--- src/rtl/alu_pkg.sv ---
// Shared definitions for the ALU result stage: opcodes, flag bit positions, FIFO state encoding.
package alu_pkg;

   localparam logic [3:0] OP_AND = 4'h2;
   localparam logic [3:0] OP_OR  = 4'h3;
   localparam logic [3:0] OP_XOR = 4'h4;

   localparam int unsigned FLG_N = 3;
   localparam int unsigned FLG_Z = 2;
   localparam int unsigned FLG_C = 1;
   localparam int unsigned FLG_V = 0;

   typedef enum logic [1:0] {
      StEmpty = 2'd0,
      StOne   = 2'd1,
      StFull  = 2'd2
   } fifo_state_e;

   function automatic logic [3:0] pack_flags(input logic n, input logic z, input logic c,
                                             input logic v);
      logic [3:0] f;
      f        = '0;
      f[FLG_N] = n;
      f[FLG_Z] = z;
      f[FLG_C] = c;
      f[FLG_V] = v;
      return f;
   endfunction

endpackage

--- src/rtl/alu_skid_buf.sv ---
// Two-entry in-order FIFO with valid/ready handshakes on both sides.
// The head entry always sits in head_q so the output is a plain register.
module alu_skid_buf
   import alu_pkg::*;
#(
   parameter int unsigned WIDTH = 40
) (
   input  logic             clk,
   input  logic             rst_n,
   input  logic             in_valid,
   output logic             in_ready,
   input  logic [WIDTH-1:0] in_data,
   output logic             out_valid,
   input  logic             out_ready,
   output logic [WIDTH-1:0] out_data
);

   fifo_state_e      state_q, state_d;
   logic [WIDTH-1:0] head_q, head_d;
   logic [WIDTH-1:0] tail_q, tail_d;
   logic             ready_en_q;
   logic             push, pop;

   // ready_en_q keeps in_ready low through reset and for the reset edge itself.
   assign in_ready  = ready_en_q && (state_q != StFull);
   assign out_valid = (state_q != StEmpty);
   assign out_data  = head_q;
   assign push      = in_valid && in_ready;
   assign pop       = out_valid && out_ready;

   always_comb begin
      state_d = state_q;
      head_d  = head_q;
      tail_d  = tail_q;
      case (state_q)
         StEmpty: begin
            if (push) begin
               head_d  = in_data;
               state_d = StOne;
            end
         end
         StOne: begin
            case ({push, pop})
               2'b10: begin
                  tail_d  = in_data;
                  state_d = StFull;
               end
               2'b01:   state_d = StEmpty;
               2'b11:   head_d  = in_data;
               default: state_d = StOne;
            endcase
         end
         StFull: begin
            if (pop) begin
               head_d  = tail_q;
               state_d = StOne;
            end
         end
         default: state_d = StEmpty;
      endcase
   end

   always_ff @(posedge clk) begin
      if (!rst_n) begin
         state_q    <= StEmpty;
         head_q     <= '0;
         tail_q     <= '0;
         ready_en_q <= 1'b0;
      end else begin
         state_q    <= state_d;
         head_q     <= head_d;
         tail_q     <= tail_d;
         ready_en_q <= 1'b1;
      end
   end

endmodule

--- src/rtl/alu_result_stage.sv ---
// Buffers ALU results in a 2-entry FIFO and tracks sticky carry/overflow.
// Define ALU_RESULT_PERF_CNT_EN to enable the output transfer counter xfer_cnt.
module alu_result_stage
   import alu_pkg::*;
#(
   parameter int unsigned WIDTH = 32
) (
   input  logic             clk,
   input  logic             rst_n,
   input  logic             in_valid,
   output logic             in_ready,
   input  logic [3:0]       in_op,
   input  logic [WIDTH-1:0] in_y,
   input  logic             in_carry,
   input  logic             in_overflow,
   input  logic             in_zero,
   input  logic             in_negative,
   output logic             out_valid,
   input  logic             out_ready,
   output logic [3:0]       out_op,
   output logic [WIDTH-1:0] out_y,
   output logic [3:0]       out_flags,
   output logic             sticky_c,
   output logic             sticky_v,
   input  logic             sticky_clr,
   output logic [31:0]      xfer_cnt
);

   localparam int unsigned PayloadW = WIDTH + 8;

   logic [PayloadW-1:0] in_payload, out_payload;
   logic                xfer;
   logic                sticky_c_q, sticky_c_d;
   logic                sticky_v_q, sticky_v_d;

   assign in_payload = {in_op, pack_flags(in_negative, in_zero, in_carry, in_overflow), in_y};

   alu_skid_buf #(
      .WIDTH(PayloadW)
   ) u_buf (
      .clk      (clk),
      .rst_n    (rst_n),
      .in_valid (in_valid),
      .in_ready (in_ready),
      .in_data  (in_payload),
      .out_valid(out_valid),
      .out_ready(out_ready),
      .out_data (out_payload)
   );

   assign out_op    = out_payload[PayloadW-1 -: 4];
   assign out_flags = out_payload[WIDTH+3 -: 4];
   assign out_y     = out_payload[WIDTH-1:0];
   assign xfer      = out_valid && out_ready;

   // Clear is applied first so a same-cycle set wins.
   always_comb begin
      sticky_c_d = sticky_clr ? 1'b0 : sticky_c_q;
      sticky_v_d = sticky_clr ? 1'b0 : sticky_v_q;
      if (xfer && out_flags[FLG_C]) sticky_c_d = 1'b1;
      if (xfer && out_flags[FLG_V]) sticky_v_d = 1'b1;
   end

   always_ff @(posedge clk) begin
      if (!rst_n) begin
         sticky_c_q <= 1'b0;
         sticky_v_q <= 1'b0;
      end else begin
         sticky_c_q <= sticky_c_d;
         sticky_v_q <= sticky_v_d;
      end
   end

   assign sticky_c = sticky_c_q;
   assign sticky_v = sticky_v_q;

`ifdef ALU_RESULT_PERF_CNT_EN
   logic [31:0] xfer_cnt_q, xfer_cnt_d;

   always_comb begin
      xfer_cnt_d = xfer_cnt_q;
      if (xfer) xfer_cnt_d = xfer_cnt_q + 32'd1;
   end

   always_ff @(posedge clk) begin
      if (!rst_n) xfer_cnt_q <= '0;
      else        xfer_cnt_q <= xfer_cnt_d;
   end

   assign xfer_cnt = xfer_cnt_q;
`else
   assign xfer_cnt = '0;
`endif

endmodule

--- config.mk ---
export PLATFORM = sky130hd
export DESIGN_NAME = alu_result_stage
export DESIGN_NICKNAME = d
export VERILOG_FILES = /design/src/rtl/alu_pkg.sv /design/src/rtl/alu_skid_buf.sv /design/src/rtl/alu_result_stage.sv
export SDC_FILE = /design/constraint.sdc
export NUM_CORES = 1
export LEC_CHECK = 0
export CAP_MARGIN = 40
export CELL_PAD_IN_SITES_DETAIL_PLACEMENT = 0
export CELL_PAD_IN_SITES_GLOBAL_PLACEMENT = 2
export CORE_MARGIN = 2
export CORE_UTILIZATION = 28
export DETAILED_ROUTE_END_ITERATION = 12
export PLACE_DENSITY_LB_ADDON = 0.1
export SLEW_MARGIN = 5
export SYNTH_ARGS = -nofsm -noshare
export SYNTH_HDL_FRONTEND = slang
export SYNTH_SLANG_ARGS = --single-unit
--- constraint.sdc ---
create_clock -name clk -period 3.9 [get_ports clk]
set_clock_uncertainty 0.1 [all_clocks]
set_input_delay 1.17 -clock clk [delete_from_list [all_inputs] [get_ports clk]]
set_output_delay 1.17 -clock clk [all_outputs]
set_load 0.01 [all_outputs]
==> results.cfg, run 1 <==
[run_status]
status = finished clean

[detailed_routing]
wl_um = 11050
top_layer = met4
via_per_inst = 4.714
via_count = 3201
wl_met1_um = 5238
dr.pass1.iters = 4
drc = 0
drt-initial-drc-count = 143
wl_met2_um = 5055
met3_length_um = 603
ant_nets = 0
avgRoutedWirePerCell_um = 16.27

[timing]
tns_ns = 0
slew_violations = 0
final.period_utilization_pct = 79.46
rsz0062_at_grt = no
fin_crit_ns = 3.099
setup_viol = 0
max_freq_mhz = 322.7
slew_headroom_pct = 48.05
worst_pin_slew_ns = 0.7793
hold_viol = 0

[clock_tree]
cts_sinks = 85
clockBufferDepth = 2
cts_repair_resize_count = 0
cts_tree = done
cts_setup_buffers = 0
hold_buffers = 0
cts_buffers = 9
clk_pin_slew_ns = 0.06
clock_latency_ns = 0.34
cts_root_buf = clkbuf_16
cts_max_level = 3

[setup_path]
cp.arrival_ns = 1.83
endpoint_kind = output port
critPathTopFamily = simple AND/OR/NAND/NOR gates
critPathLaunchType = flip-flop
critPathSlowestCell = dfxtp_1
max_stage_delay_ns = 0.49
critical_path_class = reg -> out
required_ns = 2.63
critPathBufInv = 1
cp_cell_sequence = or2b_2, and2_1, clkdlybuf4s50_1
critPathMaxFanout = 9

[power_and_ir_drop]
vdd_drop_max_mv = 0.1796
power_leakage_nw = 2.072
power_density_nw_per_um2 = 419.5
finalPower_mw = 2.180

[place]
gp_congestion = 0.7146
io_buffer_count = 88
dp_hpwl_um = 6737

[finish]
antennaDiodeCount = 0
layout-area-overhead-vs-synth_pct = 30.02
final_layout_size_suffix_gt1_share_pct = 15.43
nNetsFinal = 541

[min_path]
hold_class = reg -> reg

[die]
core_area_um2 = 13930
initial_utilization_pct = 28.69
rows = 43
die_h_um = 123.5
dieArea_um2 = 15250
io_pins = 121
die_x_um = 123.5

[global_route]
grt_pass1_wl_um = 16890
grt.total_usage_pct = 14.83
antenna_found_initial = 0
grt-ovfl-total = 0
grt_max_degree = 42
grt_pass1_vias = 3139

[synth]
synth-seq-area-share_pct = 42.57
netlist_area_um2 = 3998
ys_ff_latch = 85
synth_cells = 427
yosysWarningCount = 0
syn_area_per_cell_um2 = 9.362
ys_types = 28

[job]
cap_viol_max_count = 0
[Yosys cell counts]
cell type | number | area [um^2]
and2_1 | 1 | 6.260
nor2_1 | 3 | 11.26
mux2i_1 | 40 | 400.4
nor4bb_1 | 1 | 10.01
a21oi_1 | 42 | 210.2
dfxtp_1 | 85 | 1702
buf_1 | 2 | 7.510
buf_2 | 4 | 20.02
or3_1 | 1 | 6.260
and3b_1 | 3 | 26.28
buf_6 | 1 | 11.26
nand3b_1 | 1 | 7.510
clkbuf_1 | 32 | 120.1
nor3b_1 | 1 | 7.510
conb_1 | 1 | 3.750
o22a_1 | 1 | 8.760
inv_1 | 2 | 7.510
buf_4 | 33 | 247.7
and3_1 | 1 | 6.260
nor4_1 | 40 | 250.2
a211oi_2 | 40 | 500.5
o21a_1 | 2 | 15.01
nand2_1 | 80 | 300.3
ha_1 | 2 | 25.02
or2b_1 | 1 | 7.510
or2_2 | 1 | 6.260
nor2b_1 | 2 | 12.51
buf_8 | 4 | 60.06
[flip-flops by register name, summed over array words and instances, names as in the netlist]
| name | cells |
|---|---|
| sticky_c | 1 |
| u_buf.out_data | 40 |
| u_buf.state_q | 2 |
| sticky_v | 1 |
| u_buf.ready_en_q | 1 |
| u_buf.tail_q | 40 |
[cells in the final DEF, fill, tap and decap left out]
cell type | Yosys | layout
clkbuf_8 | 0 | 3
a211oi_2 | 40 | 40
bufinv_16 | 0 | 1
o22a_1 | 1 | 1
nand2_1 | 80 | 80
or2_2 | 1 | 1
buf_4 | 33 | 12
ha_1 | 2 | 2
or2b_2 | 0 | 1
and2_1 | 1 | 1
clkinv_2 | 0 | 4
dfxtp_1 | 85 | 85
nor4bb_4 | 0 | 1
nand3b_1 | 1 | 1
o21a_1 | 2 | 2
and3b_2 | 0 | 3
nor2b_1 | 2 | 2
buf_12 | 0 | 1
nor4_1 | 40 | 40
or3_2 | 0 | 1
nor3b_1 | 1 | 1
clkbuf_16 | 0 | 9
clkdlybuf4s50_1 | 0 | 88
a21oi_1 | 42 | 42
mux2i_1 | 40 | 40
nor2_1 | 3 | 3
conb_1 | 1 | 32
inv_1 | 2 | 1
and3_1 | 1 | 1
[stage by stage]
stage	setup slack, ns	instance area [um^2]	utilization, %	hold WS (ns)	std cells
2_1_floorplan	1.137	4114	-	0.3357	458
3_3_place_gp	0.5200	4886	35.06	0.3405	663
3_5_place_dp	0.4990	4886	35.06	0.3458	663
4_1_cts	0.7807	5197	37.30	0.3545	679
5_1_grt	0.7193	5197	37.30	0.3722	679
6_report	0.8009	5197	37.30	0.3525	679
[worst register-to-register path: stages (launching register included)]
cell,delay [ns]
dfxtp_1,0.49
or2b_2,0.35
and3_1,0.21
ha_1,0.19
and3b_2,0.21
or3_2,0.46
buf_4,0.27
a211oi_2,0.23
[per-layer routing]
layer | vias up | global-route usage, %
met3 | 10 | 3.967
met2 | 90 | 23.42
met4 | 0 | 5.327
met5 | - | 0
met1 | 1518 | 19.41
li1 | 1583 | -
[final cells by class]
cell class / count / area [um^2]
fill: 1419 / 8737
timing repair buffer: 101 / 991.0
multi-input combinational: 295 / 1959
clock buffer: 12 / 266.5
tap: 180 / 225.2
inverter: 2 / 8.758
clock inverter: 4 / 45.04
sequential: 85 / 1702
[power breakdown]
group	total (mW)	internal, mW	switching [mW]
Sequential	0.940	0.913	0.0275
Clock	0.897	0.546	0.351
Combinational	0.343	0.174	0.169
[cell families (layout without fill, tap and decap cells)]
kind of cell               Yosys count  count (layout)  synth area share (%)
AOI/OAI and AO/OA                   85              85                 18.37
adders and majority gates            2               2                0.6259
buffers and inverters               78             119                 11.86
DFF                                 85              85                 42.57
muxes                               40              40                 10.02
other                                1              32               0.09381
and+or+nand+nor                    136             136                 16.46
[final timing paths]
kind | from | to | slack (ns) | cells after the start
hold / removal | u_buf.tail_q[16] | u_buf.tail_q[16] | 0.35 | 2
setup reg to reg | u_buf.state_q[1] | u_buf.out_data[14] | 1.30 | 7
hold reg to reg | u_buf.tail_q[16] | u_buf.tail_q[16] | 0.35 | 2
setup / recovery | u_buf.state_q[1] | in_ready | 0.80 | 3
Note: power is estimated with default switching activity, not from simulation.
==> run 2, diff against run 1 <==
- CORE_UTILIZATION: 28 -> 25
- clock period: 3.9 -> 2.6 ns (I/O delays scaled with it)
==> run 2 against run 1 <==
Net effect:
- power rose by 53%
- die area rose by 12%
- first-iteration DRC count rose by 20%
- flip-flop and latch count did not move
- non-clock buffer count rose by 8
- via count rose by 0.22%
- clock power rose by 54%
- sequential power rose by 50%
- critical path depth did not move
- critical endpoint is now out_valid
- largest cell class unchanged
==> results.cfg, run 2 (same netlist as run 1, synthesis figures left out) <==
[detailed_routing]
wl_um = 11860
drt-initial-drc-count = 172
via_count = 3208
via_per_inst = 4.437
ant_nets = 0
avgRoutedWirePerCell_um = 16.40
dr.pass1.iters = 6
drc = 0

[global_route]
grt-ovfl-total = 0
grt_pass1_vias = 3051
grt_max_degree = 42
antenna_found_initial = 0
grt.total_usage_pct = 14.00
grt_pass1_wl_um = 17700

[finish]
nNetsFinal = 549
layout-area-overhead-vs-synth_pct = 34.68
final_layout_size_suffix_gt1_share_pct = 16.17
antennaDiodeCount = 0
finalNonFillerCells = 723
fin_util_pct = 34.14
final_common_cell = clkdlybuf4s50_1
final_area_um2 = 5384
final_cell_mix = clkdlybuf4s50_1, dfxtp_1, nand2_1

[clock_tree]
cts_sinks = 85
clock_latency_ns = 0.34
clk_pin_slew_ns = 0.07
clockBufferDepth = 2
cts_buffers = 9
cts_tree = done
cts_root_buf = clkbuf_16
cts_max_level = 3

[die]
initial_utilization_pct = 25.35
dieArea_um2 = 17020
io_pins = 121
die_h_um = 130.5
die_x_um = 130.5
core_area_um2 = 15770
rows = 46

[power_and_ir_drop]
finalPower_mw = 3.331
power_leakage_nw = 2.127
power_density_nw_per_um2 = 618.7
vdd_drop_max_mv = 0.4311

[timing]
tns_ns = 0
slew_violations = 0
holdWs_ns = 0.3532
worst_pin_slew_ns = 0.7950
final.period_utilization_pct = 96.52
hold_viol = 0
slew_headroom_pct = 47.00
max_freq_mhz = 398.5
setup_viol = 0
setup_ws_ns = 0.09059
fin_crit_ns = 2.509
rsz0062_at_grt = no

[setup_path]
required_ns = 1.72
crit_start = u_buf.state_q[1]
cp.arrival_ns = 1.63
critPathMaxFanout = 8
critical_path_class = reg -> out
critPathLaunchType = flip-flop
reg2reg_depth = 7
r2r-start = u_buf.state_q[1]
critical_path.endpoint = out_valid
r2r_setup_slack_ns = 0.35
endpoint_kind = output port
rr_endpoint = u_buf.out_data[21]

[place]
place_area_um2 = 5046
placed_cells = 706
gp_congestion = 0.7417
place_ws_ns = -0.3351
dp_hpwl_um = 7002
io_buffer_count = 88

[run_status]
status = finished clean

[min_path]
hold_depth = 2
min-delay-start = u_buf.tail_q[21]
hold_class = reg -> reg

[job]
cap_viol_max_count = 0
run 2: changes by cell type in the layout (fill, tap and decap cells not counted), sizes merged:
cell      change
clkinv        -2
clkinvlp      +1
clkbuf        +1
buf           +7
bufinv        +1
run 2: timing repair:
action	4_1_cts	5_1_grt
hold buffers	0	0
endpoints found under the setup margin	0	30
setup buffers	0	0
gates resized for setup	0	1
run 2: critical path, stage by stage, from the launching register on:
cell,delay [ns]
dfxtp_1,0.31
buf_4,0.15
or2_2,0.31
clkdlybuf4s50_1,0.52
run 2: worst min-delay path by stage:
stage / end
2_1_floorplan: u_buf.tail_q[0]
3_5_place_dp: u_buf.tail_q[26]
3_3_place_gp: u_buf.tail_q[27]
4_1_cts: u_buf.tail_q[26]
6_report: u_buf.tail_q[21]
5_1_grt: u_buf.tail_q[21]
run 2: metal layers:
metal	vias to the layer above	part of all wire (%)	track usage, %	wire, um
met5	-	0	0	0
met4	0	0.96	3.191	114
met3	8	5.0	4.723	589
met2	74	46	22.24	5503
met1	1529	48	18.52	5649
li1	1597	-	-	-
run 2: power breakdown:
group / internal, mW / total, mW / switching [mW] / leakage [nW]
sequential: 1.37 / 1.41 / 0.0387 / 0.693
clock: 0.842 / 1.38 / 0.533 / 0.147
combinational: 0.281 / 0.548 / 0.267 / 1.29
total: 2.49 / 3.33 / 0.839 / 2.13
run 2: area by class of cell:
type	count	area (um^2)
repair buffers	109	1131
flip-flops and latches	85	1702
multi-input cells	295	1963
clock buffers	12	236.5
well taps	216	270.3
inverters	2	8.758
fillers	1626	10390
clock inverters	4	72.57
